`src/rtl/dut_port_arbiter.sv`:
```
// Round-robin arbiter that serialises up to four requesters onto the dut write/read method ports.
// Optional macro ARB_TIMEOUT_EN: abort a command whose method stays not-ready for TIMEOUT cycles.
module dut_port_arbiter #(
    parameter int NREQ    = 2,
    parameter int TIMEOUT = 255
) (
    input  logic              CLK,
    input  logic              RST_N,
    input  logic [NREQ-1:0]   req_valid,
    input  logic [NREQ-1:0]   req_write,
    input  logic [3*NREQ-1:0] req_addr,
    input  logic [NREQ-1:0]   req_data,
    output logic [NREQ-1:0]   req_ready,
    output logic              rsp_valid,
    input  logic              rsp_ready,
    output logic [1:0]        rsp_id,
    output logic              rsp_data,
    output logic              rsp_err,
    output logic              busy,
    output logic [2:0]        write_address,
    output logic              write_data,
    output logic              write_en,
    input  logic              write_rdy,
    output logic [2:0]        read_address,
    output logic              read_en,
    input  logic              read_data,
    input  logic              read_rdy,
    output logic [1:0]        state_dbg
);

    // Handshakes: a request transfers in the IDLE cycle where req_valid[i] & req_ready[i];
    // a response transfers on the edge where rsp_valid & rsp_ready; the method enable is
    // the single-cycle transfer to dut and is only raised while its rdy is high.
    typedef enum logic [1:0] {
        IDLE  = 2'd0,
        ISSUE = 2'd1,
        RESP  = 2'd2
    } state_t;

    localparam logic [2:0]  NREQ3        = 3'(NREQ);
    localparam logic [15:0] TIMEOUT_LAST = 16'(TIMEOUT - 1);

    state_t      state, state_next;
    logic [1:0]  rr_ptr;
    logic [1:0]  grant;
    logic        grant_vld;
    logic        sel_write;
    logic [2:0]  sel_addr;
    logic        sel_data;
    logic        cmd_write;
    logic [2:0]  cmd_addr;
    logic        cmd_data;
    logic [1:0]  cmd_id;
    logic        rsp_data_q;
    logic        rdy_sel;
    logic        fire;
    logic        abort;
    logic [2:0]  ptr_next;

    // Search upward from rr_ptr, wrapping modulo NREQ, for the first valid requester.
    always_comb begin
        logic [2:0] sum;
        logic       cand;
        grant     = 2'd0;
        grant_vld = 1'b0;
        sum       = 3'd0;
        cand      = 1'b0;
        for (int k = 0; k < NREQ; k++) begin
            sum = {1'b0, rr_ptr} + 3'(k);
            if (sum >= NREQ3) sum = sum - NREQ3;
            cand = 1'b0;
            for (int j = 0; j < NREQ; j++) begin
                if (sum == 3'(j)) cand = req_valid[j];
            end
            if (!grant_vld && cand) begin
                grant_vld = 1'b1;
                grant     = sum[1:0];
            end
        end
    end

    always_comb begin
        sel_write = 1'b0;
        sel_addr  = 3'd0;
        sel_data  = 1'b0;
        req_ready = '0;
        for (int k = 0; k < NREQ; k++) begin
            if (grant == 2'(k)) begin
                sel_write = req_write[k];
                sel_addr  = req_addr[3*k +: 3];
                sel_data  = req_data[k];
            end
            req_ready[k] = (state == IDLE) && grant_vld && (grant == 2'(k));
        end
    end

    always_comb begin
        ptr_next = {1'b0, cmd_id} + 3'd1;
        if (ptr_next >= NREQ3) ptr_next = 3'd0;
    end

    assign rdy_sel = cmd_write ? write_rdy : read_rdy;
    assign fire    = (state == ISSUE) && rdy_sel;

    always_comb begin
        state_next = state;
        write_en   = 1'b0;
        read_en    = 1'b0;
        case (state)
            IDLE:    if (grant_vld) state_next = ISSUE;
            ISSUE: begin
                write_en = cmd_write & write_rdy;
                read_en  = ~cmd_write & read_rdy;
                if (fire || abort) state_next = RESP;
            end
            RESP:    if (rsp_ready) state_next = IDLE;
            default: state_next = IDLE;
        endcase
    end

    always_ff @(posedge CLK or negedge RST_N) begin
        if (!RST_N) begin
            state      <= IDLE;
            rr_ptr     <= 2'd0;
            cmd_write  <= 1'b0;
            cmd_addr   <= 3'd0;
            cmd_data   <= 1'b0;
            cmd_id     <= 2'd0;
            rsp_data_q <= 1'b0;
        end else begin
            state <= state_next;
            case (state)
                IDLE: if (grant_vld) begin
                    cmd_write <= sel_write;
                    cmd_addr  <= sel_addr;
                    cmd_data  <= sel_data;
                    cmd_id    <= grant;
                end
                ISSUE: begin
                    if (fire) rsp_data_q <= cmd_write ? 1'b0 : read_data;
                    else if (abort) rsp_data_q <= 1'b0;
                end
                RESP: if (rsp_ready) rr_ptr <= ptr_next[1:0];
                default: ;
            endcase
        end
    end

`ifdef ARB_TIMEOUT_EN
    logic [15:0] wait_cnt;
    logic        err_q;

    // A rdy arriving on the abort cycle wins because fire takes priority over abort.
    assign abort = (state == ISSUE) && !rdy_sel && (wait_cnt == TIMEOUT_LAST);

    always_ff @(posedge CLK or negedge RST_N) begin
        if (!RST_N) begin
            wait_cnt <= 16'd0;
            err_q    <= 1'b0;
        end else if (state != ISSUE) begin
            wait_cnt <= 16'd0;
        end else begin
            if (!rdy_sel) wait_cnt <= wait_cnt + 16'd1;
            if (fire) err_q <= 1'b0;
            else if (abort) err_q <= 1'b1;
        end
    end

    assign rsp_err = err_q;
`else
    logic unused_timeout;
    assign abort          = 1'b0;
    assign rsp_err        = 1'b0;
    assign unused_timeout = ^TIMEOUT_LAST;
`endif

    assign rsp_valid     = (state == RESP);
    assign rsp_id        = cmd_id;
    assign rsp_data      = rsp_data_q;
    assign busy          = (state != IDLE);
    assign write_address = cmd_addr;
    assign write_data    = cmd_data;
    assign read_address  = cmd_addr;
    assign state_dbg     = state;

endmodule

```
`config.mk`:
```
export PLATFORM = sky130hd
export DESIGN_NAME = dut_port_arbiter
export DESIGN_NICKNAME = d
export VERILOG_FILES = /design/src/rtl/dut_port_arbiter.sv
export SDC_FILE = /design/constraint.sdc
export NUM_CORES = 1
export LEC_CHECK = 0
export CAP_MARGIN = 20
export CORE_MARGIN = 2
export CORE_UTILIZATION = 42
export CTS_BUF_LIST = sky130_fd_sc_hd__clkbuf_4 sky130_fd_sc_hd__clkbuf_8
export CTS_CLUSTER_SIZE = 30
export DETAILED_ROUTE_END_ITERATION = 16
export HOLD_SLACK_MARGIN = 0.08
export PLACE_DENSITY = 0.95
export SLEW_MARGIN = 20
export SYNTH_ARGS = -nofsm -noshare
export SYNTH_HDL_FRONTEND = slang
export SYNTH_SLANG_ARGS = --single-unit
```
`constraint.sdc`:
```
create_clock -name CLK -period 2.4 [get_ports CLK]
set_input_delay 0.24 -clock CLK [delete_from_list [all_inputs] [get_ports CLK]]
set_output_delay 0.24 -clock CLK [all_outputs]
set_load 0.02 [all_outputs]
```
# == After elaboration in Yosys (flattened, before gate mapping) ==
# Cells that the tools add are included.
# W data, S select, Z words.
# classes
add_sub_neg,4
order_cmp,3
eq_ne,8
mux,25
bitwise,3
reduce_logical,15
# ops
operator,n
$mux W1,14
$mux W2,6
$mux W3,4
$add A2 B1 Y3 const B,2
$eq A3 B1 Y1 const B,2
$ge A3 B2 Y1 const B,2
$logic_not A3 Y1,2
$pmux W2 S3,1
$reduce_and A2 Y1,3
$logic_and A1 B1 Y1,5
$eq A2 B1 Y1 const B,2
$logic_not A2 Y1,2
$ne A2 B2 Y1 const B,2
$reduce_and A3 Y1,1
$sub A2 B2 Y3 const B,1
$sub A3 B2 Y3 const B,1
$and A1 B1 Y1,2
$eq A2 B2 Y1 const B,1
$ge A2 B2 Y1 const B,1
$ne A2 B1 Y1 const B,1
$reduce_bool A2 Y1,1
$logic_not A1 Y1,1
$not A1 Y1,1
# word_totals
register_bits,12
inputBits,18
out_inout_bits,19

# == Logic depth before layout (Yosys ltp) ==
# Gate-level depths: netlist of run 1.
# depth
ltp_word,12
mapped_depth,5
ltp_nobuf,4

# == Worst setup path before layout of run 1 ==
# No wires, ideal clock.
# synth_path
kind,reg-to-output
startpoint,register state[0] (netlist: state_dbg[0])
endpoint,output read_en
t_arrival_ns,1.256
path_slack_ns,0.904
stages_incl_launch_ff,3
n_path_buf,0
path_cell_list,dfrtp_1 -> or2b_1 -> nor3_1
# synth_via
elab_chain_len,2
# synth_rtl
item,line_no,rtl
from (decl),43,"state_t state, state_next;"
from (signal assigned),131,state <= state_next;
$eq A2 B1 Y1,109,case (state)
$mux W1,109,
to (decl),25,"output logic read_en,"
# Every way passes these cells.

# == Final worst setup path of run 1 ==
# layout_path
startpoint,input req_valid[1]
endpoint,output req_ready[0]
# layout_via
elab_chain_len,7
# layout_rtl
item,line_no,rtl
from (decl),9,"input logic [NREQ-1:0] req_valid,"
$mux W1,73,if (sum == 3'(j)) cand = req_valid[j];
$mux W1,75,if (!grant_vld && cand) begin
$logic_not A1 Y1,75,
$logic_and A1 B1 Y1,75,
$mux W2 or $mux W1 (tied branches),75,
$logic_not A2 Y1 or $logic_and A1 B1 Y1 (tied branches),93,req_ready[k] = (state == IDLE) && grant_vld && (grant == 2'(k));
$logic_and A1 B1 Y1 *,93,
to (decl),13,"output logic [NREQ-1:0] req_ready,"
# Mark *: on every way between the ends. The rest lies on a longest branch, timed or not.

==> reports/metrics.yaml, run 1 <==
synth_top_family_by_area: "simple AND/OR/NAND/NOR gates"
grt_setup_unrepaired: "false"
crit_chain: "clkdlybuf4s50_1 > o21ai_2 > and3_4 > clkdlybuf4s50_1"
grt_max_degree: 13
synth_compound_area_share_pct: 17.76
synth-edff-count: 0
clock-sinks: 12
critPathKind: "in2out"
drc: 0
yosysTopAreaCell: "dfrtp_1"
synth_top_area_share_pct: 44.86
die_w_um: 43.92
multiInputGateArea_um2: 297.8
wire_per_inst_um: 13.98
hold_class: "in2async"
yosysWarningCount: 0
critPathLaunch: "req_valid[1]"
setup.worst_path.start_class: "input pin"
syn_avg_cell_area_um2: 9.563
synth-simple-area-share_pct: 20.75
htree_levels: 1
maxSlewViolCount: 0
die_h_um: 43.92
max_freq_ghz: 0.4810
crit_required_ns: 2.16
synth.most_common_cell: "dfrtp_1"
antenna_found_initial: 0
final_area_mm2: 0.001031
fin_cells: 120
diodes: 0
slew_headroom_pct: 60.82
io_pins: 37
drive_above_1_share_pct: 8.654
rows: 14
ctsHoldBuffers: 0
syn-num-nets: 90
cts_buffers: 3
ys.flop_type: "dfrtp_1"
area_growth_pct: 54.02
finClkSkew_ns: 0.004916
num-nets-final: 125
ctsResizeCount: 0
cp_max_fo: 8
clk_pin_slew_ns: 0.08
fin_crit_sh_pct: 86.62
synth_commonest_cells: "dfrtp_1 (12), nand2_1 (10), nor3_1 (6)"
routabilityCongestion: 0.7753
cts_tree: "yes"
drv_cap: 0
synth_xor_area_share_pct: 0
ys_seq_area_share_pct: 44.86
status: "finished clean"
hpwl_mm: 1.306
cp_top_family: "buffers and inverters"
root_buffer: "clkbuf_4"
max_stage_delay_ns: 0.61
syn_area_um2: 669.4
worst_pin_slew_ns: 0.5838
dr.pass1.iters: 4
place_area_um2: 994.7
vias: 635
synthArstFlopShare_pct: 100.0
min_period_ns: 2.079
grt_pass1_vias: 662
drt_wl_total_mm: 1.677
seq_area_um2: 300.3
power.leakage_nw: 0.4422
powerDensity_mw_per_mm2: 1222
endpoint_kind: "primary output"
whs_ns: 0.3149
vdd_ir_drop_max_mv: 0.5905
reg2reg_from: "rr_ptr[0]$_DFFE_PN0P_"
ant_nets: 0
synth_seq_cells: 12
drtIter0Drc: 16
io_buffers: 35
viasPerCell: 5.292
synthCells: 70
cp_common_cell: "clkdlybuf4s50_1"
initial_utilization_pct: 44.44
grt_pass1_wl_mm: 2.725
critPathSlowestCell: "clkdlybuf4s50_1"
fillers: 98
tns_ns: 0
netlist_top_cells_area: "dfrtp_1 (45%), a221o_1 (7.5%), nand2_1 (5.6%)"
grt.total_usage_pct: 19.07
hold_viol: 0
fp.coreArea_mm2: 0.001506
synth_fa_ha_area_share_pct: 3.738
cts.path.max_buffers: 2
synth_cell_types: 24
critical_path_arrival_ns: 1.84
synth_mux_area_share_pct: 1.682
cp_num_buf_inv: 2
finalSetupViolCount: 0
clkLatencyLatePin_ns: 0.27
dp.cells: 116
postCtsSetupBuffers: 0
overflow: 0
die-area_mm2: 0.001929
-- layout by cell type (no fill, tap or decap), types with 2 or more instances in the layout --
master           instances
clkdlybuf4s50_1         35
clkbuf_4                 3
a221o_1                  5
nor2_1                   2
ha_1                     2
nor3_1                   6
nand2_1                 10
o21ai_0                  5
dfrtp_1                 12
inv_1                    5
nor2b_1                  4
-- kinds of logic (layout without fill, tap and decap cells) --
group,after synthesis,in the layout
compound gates,16,16
other cells,1,1
simple gates,27,27
fa+ha+maj,2,2
flops,12,12
mux,1,1
buf+inv,11,45
-- flip-flops by register name, indices dropped and copies added (netlist names) --
signal	cells
rr_ptr	2
rsp_id	2
rsp_data	1
read_address	3
state_dbg	2
write_data	1
cmd_write	1
-- metrics by stage --
| step | power [W] | util, % | setup slack [ns] |
|---|---|---|---|
| after floorplan | 0.0008068 | - | 0.9041 |
| after CTS | 0.001264 | 68.44 | 0.3280 |
| after global placement | 0.001082 | 66.03 | 0.3907 |
| final | 0.001260 | 68.44 | 0.3211 |
| after global routing | 0.001338 | 68.44 | 0.2543 |
| after detailed placement | 0.001105 | 66.03 | 0.3308 |
-- worst paths after layout --
check / endpoint / cells past startpoint / slack (ns)
setup / recovery: req_ready[0] / 4 / 0.32
min in group CLK: rsp_id[1]$_DFFE_PN0P_ / 1 / 0.53
setup reg to reg: state_dbg[0]$_DFFE_PN0P_ / 3 / 1.03
hold / removal: cmd_write$_DFFE_PN0P_ / 1 / 0.31
max in group asynchronous: state_dbg[0]$_DFFE_PN0P_ / 1 / 1.73
hold reg to reg: rsp_id[1]$_DFFE_PN0P_ / 1 / 0.53
-- power by group --
part | internal [W] | total (W) | switching [W]
logic | 0.000361 | 0.000725 | 0.000364
registers | 0.000292 | 0.000378 | 0.0000862
clock network | 0.0000920 | 0.000156 | 0.0000644
total | 0.000745 | 0.00126 | 0.000515
-- routing by layer --
metal,up-vias,track usage [%],wire (um)
li1,304,-,-
met2,42,31.76,791
met4,0,10.30,8
met3,2,5.000,179
met5,-,0,0
met1,287,22.16,698
-- layout make-up --
type | instances | area share [%]
inverters | 5 | 1.820
clock buffers | 4 | 3.519
repair buffers | 36 | 34.71
flip-flops and latches | 12 | 29.13
multi-input cells | 47 | 28.88
well taps | 16 | 1.942
-- worst register-to-register path: cells and delay by family (launching register included) --
| kind | cells | cell delay, ns |
|---|---|---|
| flops | 1 | 0.40 |
| compound gates | 3 | 0.81 |
(Power assumes the default switching activity.)
==> inputs of run 2 (changes only) <==
- CELL_PAD_IN_SITES_DETAIL_PLACEMENT: default -> 1
- CELL_PAD_IN_SITES_GLOBAL_PLACEMENT: default -> 2
- CORE_UTILIZATION: 42 -> 23
==> run 2 against run 1 <==
Compared with the run above: sequential cell count stayed put; fmax is 1.0% higher; core utilization is 30 points lower; via count is 2.4% higher; critical path type is now reg2out; critical endpoint is now read_en.
==> reports/metrics.yaml, run 2 (synthesized netlist as in run 1, its figures left out) <==
die_w_um: 57.95  # +32%
status: "finished clean"
max_freq_ghz: 0.4860  # +1.0%
fillers: 320  # +230%
critical_path_arrival_ns: 1.82  # -0.02 ns
power.leakage_nw: 0.4422  # unchanged
hold_viol: 0  # unchanged
grtUsageMet3_pct: 3.795  # -1.2 points
critPathKind: "reg2out"
io_pins: 37  # unchanged
top_usage_layer: "met2"
place_area_mm2: 0.001013  # +1.9%
crit_chain: "or2b_1 > nor3_1 > clkdlybuf4s50_1"
tns_ns: 0  # unchanged
multiInputGateArea_um2: 297.8  # unchanged
crit_required_ns: 2.16  # about the same
clk_pin_slew_ns: 0.08  # about the same
drv_cap: 0  # unchanged
grt_setup_unrepaired: "false"
final_area_mm2: 0.001050  # +1.8%
min_period_ns: 2.058  # -0.02127 ns
wire_per_inst_um: 13.94  # -0.25%
diodes: 0  # unchanged
cp_top_family: "buffers and inverters"
ctsHoldBuffers: 0  # unchanged
area_growth_pct: 56.82
fin_crit_sh_pct: 85.73  # -0.89 points
grt_max_degree: 13  # unchanged
grt_pass1_vias: 686  # +3.6%
setup.worst_path.start_class: "flip-flop"
maxSlewViolCount: 0  # unchanged
dr.pass1.iters: 3  # -1
routabilityCongestion: 0.7142  # -7.9%
fin_cells: 135  # +13%
final_common_cell: "clkdlybuf4s50_1"
vias: 650  # +2.4%
cp_max_fo: 6  # -2
io_buffers: 35  # unchanged
seq_area_um2: 300.3  # unchanged
endpoint_kind: "primary output"
die-area_mm2: 0.003358  # +74%
finClkSkew_ns: 0.001826  # -0.003090 ns
cts_buffers: 3  # unchanged
powerDensity_mw_per_mm2: 1212  # -0.85%
rows: 19  # +5
clkLatencyLatePin_ns: 0.28  # about the same
vdd_ir_drop_max_mv: 0.5316  # -10%
globalRouteMet2Util_pct: 21.10  # -11 points
max_stage_delay_ns: 0.63  # +0.02 ns
initial_utilization_pct: 24.27  # -20 points
antenna_found_initial: 0  # unchanged
grt.total_usage_pct: 12.76  # -6.3 points
htree_levels: 1  # unchanged
fp.coreArea_mm2: 0.002758  # +83%
die_h_um: 57.95  # +32%
largest_reg_flops: 3  # unchanged
hpwl_mm: 1.465  # +12%
root_buffer: "clkbuf_4"
drt_wl_total_mm: 1.882  # +12%
critPathSlowestCell: "clkdlybuf4s50_1"
drtIter0Drc: 30  # +14
finalSetupViolCount: 0  # unchanged
clock-sinks: 12  # unchanged
dp.cells: 131  # +13%
viasPerCell: 4.815  # -9.0%
slew_headroom_pct: 60.27  # -0.55 points
num-nets-final: 125  # unchanged
overflow: 0  # unchanged
cts_tree: "yes"
ctsResizeCount: 0  # unchanged
postCtsSetupBuffers: 0  # unchanged
use_met1_pct: 14.60  # -7.6 points
drc: 0  # unchanged
worst_pin_slew_ns: 0.5920  # +0.008211 ns
drive_above_1_share_pct: 8.654  # unchanged
post-route-util_pct: 38.07  # -30 points
grt_pass1_wl_mm: 3.222  # +18%
layout_common_cells: "clkdlybuf4s50_1 (35), dfrtp_1 (12), nand2_1 (10), nor3_1 (6)"
hold_class: "in2async"
cp_num_buf_inv: 1  # -1
cts.path.max_buffers: 2  # unchanged
ant_nets: 0  # unchanged
run 2: cell counts in the layout (fill, tap and decap cells not counted):
Identical to the previous run, type by type.
run 2: routing by layer:
| metal | vias up | part of all wire (%) |
|---|---|---|
| met5 | - | 0 |
| met4 | 0 | 2.8 |
| met3 | 6 | 7.0 |
| met2 | 26 | 50 |
| met1 | 311 | 41 |
| li1 | 307 | - |
run 2: final timing paths:
kind | startpoint | endpoint | slack (ns) | depth (start not counted)
worst min register to register | rsp_id[1]$_DFFE_PN0P_ | rsp_id[1]$_DFFE_PN0P_ | 0.53 | 1
min in group CLK | rsp_id[1]$_DFFE_PN0P_ | rsp_id[1]$_DFFE_PN0P_ | 0.53 | 1
worst min-delay path | RST_N | read_address[0]$_DFFE_PN0P_ | 0.32 | 1
worst max-delay path | state_dbg[1]$_DFFE_PN0P_ | read_en | 0.34 | 3
max in group asynchronous | RST_N | rsp_data$_DFFE_PN0P_ | 1.72 | 1
worst max register to register | state_dbg[0]$_DFFE_PN0P_ | write_data$_DFFE_PN0P_ | 1.03 | 3
run 2: per-stage QoR:
step	worst slack (ns)	hold WS (ns)	power, W
final	0.3424	0.3153	0.001272
after global routing	0.2601	0.3557	0.001364
after CTS	0.3393	0.3273	0.001288
after detailed placement	0.3447	0.5165	0.001114
after global placement	0.3651	0.5125	0.001095
after floorplan	0.9041	-0.05559	0.0008068
run 2: layout make-up:
type / count / share of cell area (%)
clock buffers: 4 / 3.456
inverters: 5 / 1.788
well taps: 31 / 3.695
multi-input cells: 47 / 28.37
repair buffers: 36 / 34.09
flip-flops and latches: 12 / 28.61
run 2: report_power, final:
part	switching [W]	internal, W	total (W)
clock	0.0000743	0.0000924	0.000167
sequential	0.0000888	0.000292	0.000381
combinational	0.000364	0.000361	0.000724
==> inputs of run 3 (changes only) <==
- MAX_ROUTING_LAYER: default -> met4
==> run 3 against run 2 <==
Compared with the run above: total power hardly changed; hold slack worse by 0.00094 ns; combinational power about the same; first-iteration DRC count did not move; fmax barely moved; die area unchanged; largest cell class unchanged; highest routed layer unchanged.
==> reports/metrics.yaml, run 3 (synthesized netlist as in run 1, its figures left out) <==
status: "finished clean"
drv_cap: 0  # unchanged
whs_ns: 0.3144  # -0.0009350 ns
postCtsSetupBuffers: 0  # unchanged
num-nets-final: 125  # unchanged
grt_pass1_vias: 686  # unchanged
dr.pass1.iters: 3  # unchanged
grt.total_usage_pct: 13.15  # +0.39 points
cts.path.max_buffers: 2  # unchanged
endpoint_kind: "primary output"
drc: 0  # unchanged
max_freq_ghz: 0.4858  # about the same
cp_max_fo: 6  # unchanged
drive_above_1_share_pct: 8.654  # unchanged
grt_setup_unrepaired: "false"
setup.worst_path.start_class: "flip-flop"
clkLatencyLatePin_ns: 0.28  # about the same
wire_per_inst_um: 13.96  # +0.11%
rows: 19  # unchanged
die_w_um: 57.95  # unchanged
drt_wl_total_mm: 1.884  # +0.11%
antenna_found_initial: 0  # unchanged
hold_viol: 0  # unchanged
clock-sinks: 12  # unchanged
min_period_ns: 2.059  # +0.0009380 ns
cts_buffers: 3  # unchanged
io_buffers: 35  # unchanged
critical_path_arrival_ns: 1.82  # about the same
fin_crit_sh_pct: 85.77  # about the same
area_growth_pct: 56.82  # unchanged
finClkSkew_ns: 0.001819  # -0.000006550 ns
vias: 652  # +0.31%
slew_headroom_pct: 60.27  # unchanged
viasPerCell: 4.830  # +0.31%
largest_reg_flops: 3  # unchanged
layout_common_cells: "clkdlybuf4s50_1 (35), dfrtp_1 (12), nand2_1 (10), nor3_1 (6)"
max_stage_delay_ns: 0.63  # about the same
grt_pass1_wl_mm: 3.222  # unchanged
hold_class: "in2async"
clk_pin_slew_ns: 0.08  # about the same
powerDensity_mw_per_mm2: 1212  # about the same
fp.coreArea_mm2: 0.002758  # unchanged
cts_tree: "yes"
overflow: 0  # unchanged
drtIter0Drc: 30  # unchanged
die_h_um: 57.95  # unchanged
ant_nets: 0  # unchanged
ctsResizeCount: 0  # unchanged
htree_levels: 1  # unchanged
diodes: 0  # unchanged
io_pins: 37  # unchanged
ctsHoldBuffers: 0  # unchanged
hpwl_mm: 1.465  # unchanged
maxSlewViolCount: 0  # unchanged
grt_max_degree: 13  # unchanged
initial_utilization_pct: 24.27  # unchanged
root_buffer: "clkbuf_4"
vdd_ir_drop_max_mv: 0.5317  # about the same
finalSetupViolCount: 0  # unchanged
tns_ns: 0  # unchanged
critPathKind: "reg2out"
worst_pin_slew_ns: 0.5920  # unchanged
die-area_mm2: 0.003358  # unchanged
crit_required_ns: 2.16  # about the same
routabilityCongestion: 0.7224  # +1.1%
final_common_cell: "clkdlybuf4s50_1"
critPathSlowestCell: "clkdlybuf4s50_1"
power.leakage_nw: 0.4422  # unchanged
crit_chain: "or2b_1 > nor3_1 > clkdlybuf4s50_1"
run 3: cell counts in the layout (fill, tap and decap cells not counted):
Identical to the previous run, type by type.
run 3: worst paths after layout:
kind,depth (start not counted),startpoint,slack (ns),to
max in group asynchronous,1,RST_N,1.72,rsp_data$_DFFE_PN0P_
min in group CLK,1,rsp_id[1]$_DFFE_PN0P_,0.53,rsp_id[1]$_DFFE_PN0P_
worst max-delay path,3,state_dbg[1]$_DFFE_PN0P_,0.34,read_en
worst min register to register,1,rsp_id[1]$_DFFE_PN0P_,0.53,rsp_id[1]$_DFFE_PN0P_
worst min-delay path,1,RST_N,0.31,read_address[0]$_DFFE_PN0P_
worst max register to register,3,state_dbg[0]$_DFFE_PN0P_,1.03,write_data$_DFFE_PN0P_
run 3: routing by layer:
metal | part of all wire [%] | vias up | track usage (%)
met5 | 0 | - | -
met4 | 2.8 | 0 | 7.309
met3 | 7.1 | 8 | 3.795
met2 | 50 | 26 | 21.10
met1 | 40 | 311 | 14.60
li1 | - | 307 | -
run 3: per-stage QoR:
stage	cell area [um^2]	instances	setup slack, ns	util (%)	total power [W]
2_1_floorplan	669.4	70	0.9041	-	0.0008068
3_3_place_gp	1013	131	0.3651	36.75	0.001095
3_5_place_dp	1013	131	0.3447	36.75	0.001114
4_1_cts	1050	135	0.3393	38.07	0.001288
5_1_grt	1050	135	0.2601	38.07	0.001364
6_report	1050	135	0.3414	38.07	0.001272
run 3: layout make-up:
| type | count | area [um^2] |
|---|---|---|
| Inverter | 5 | 18.77 |
| Multi-Input combinational cell | 47 | 297.8 |
| Timing Repair Buffer | 36 | 357.8 |
| Fill cell | 320 | 1708 |
| Clock buffer | 4 | 36.28 |
| Tap cell | 31 | 38.79 |
| Sequential cell | 12 | 300.3 |
run 3: report_power, final:
| group | total (W) | switching, W | internal, W |
|---|---|---|---|
| sequential | 0.000381 | 0.0000888 | 0.000292 |
| combinational | 0.000724 | 0.000364 | 0.000361 |
| clock | 0.000167 | 0.0000747 | 0.0000924 |
run 3: critical path, delay by kind of cell (launching register included):
kind / cells / cell delay, ns
flip-flops: 1 / 0.45
AND/OR/NAND/NOR: 2 / 0.46
buffers and inverters: 1 / 0.63
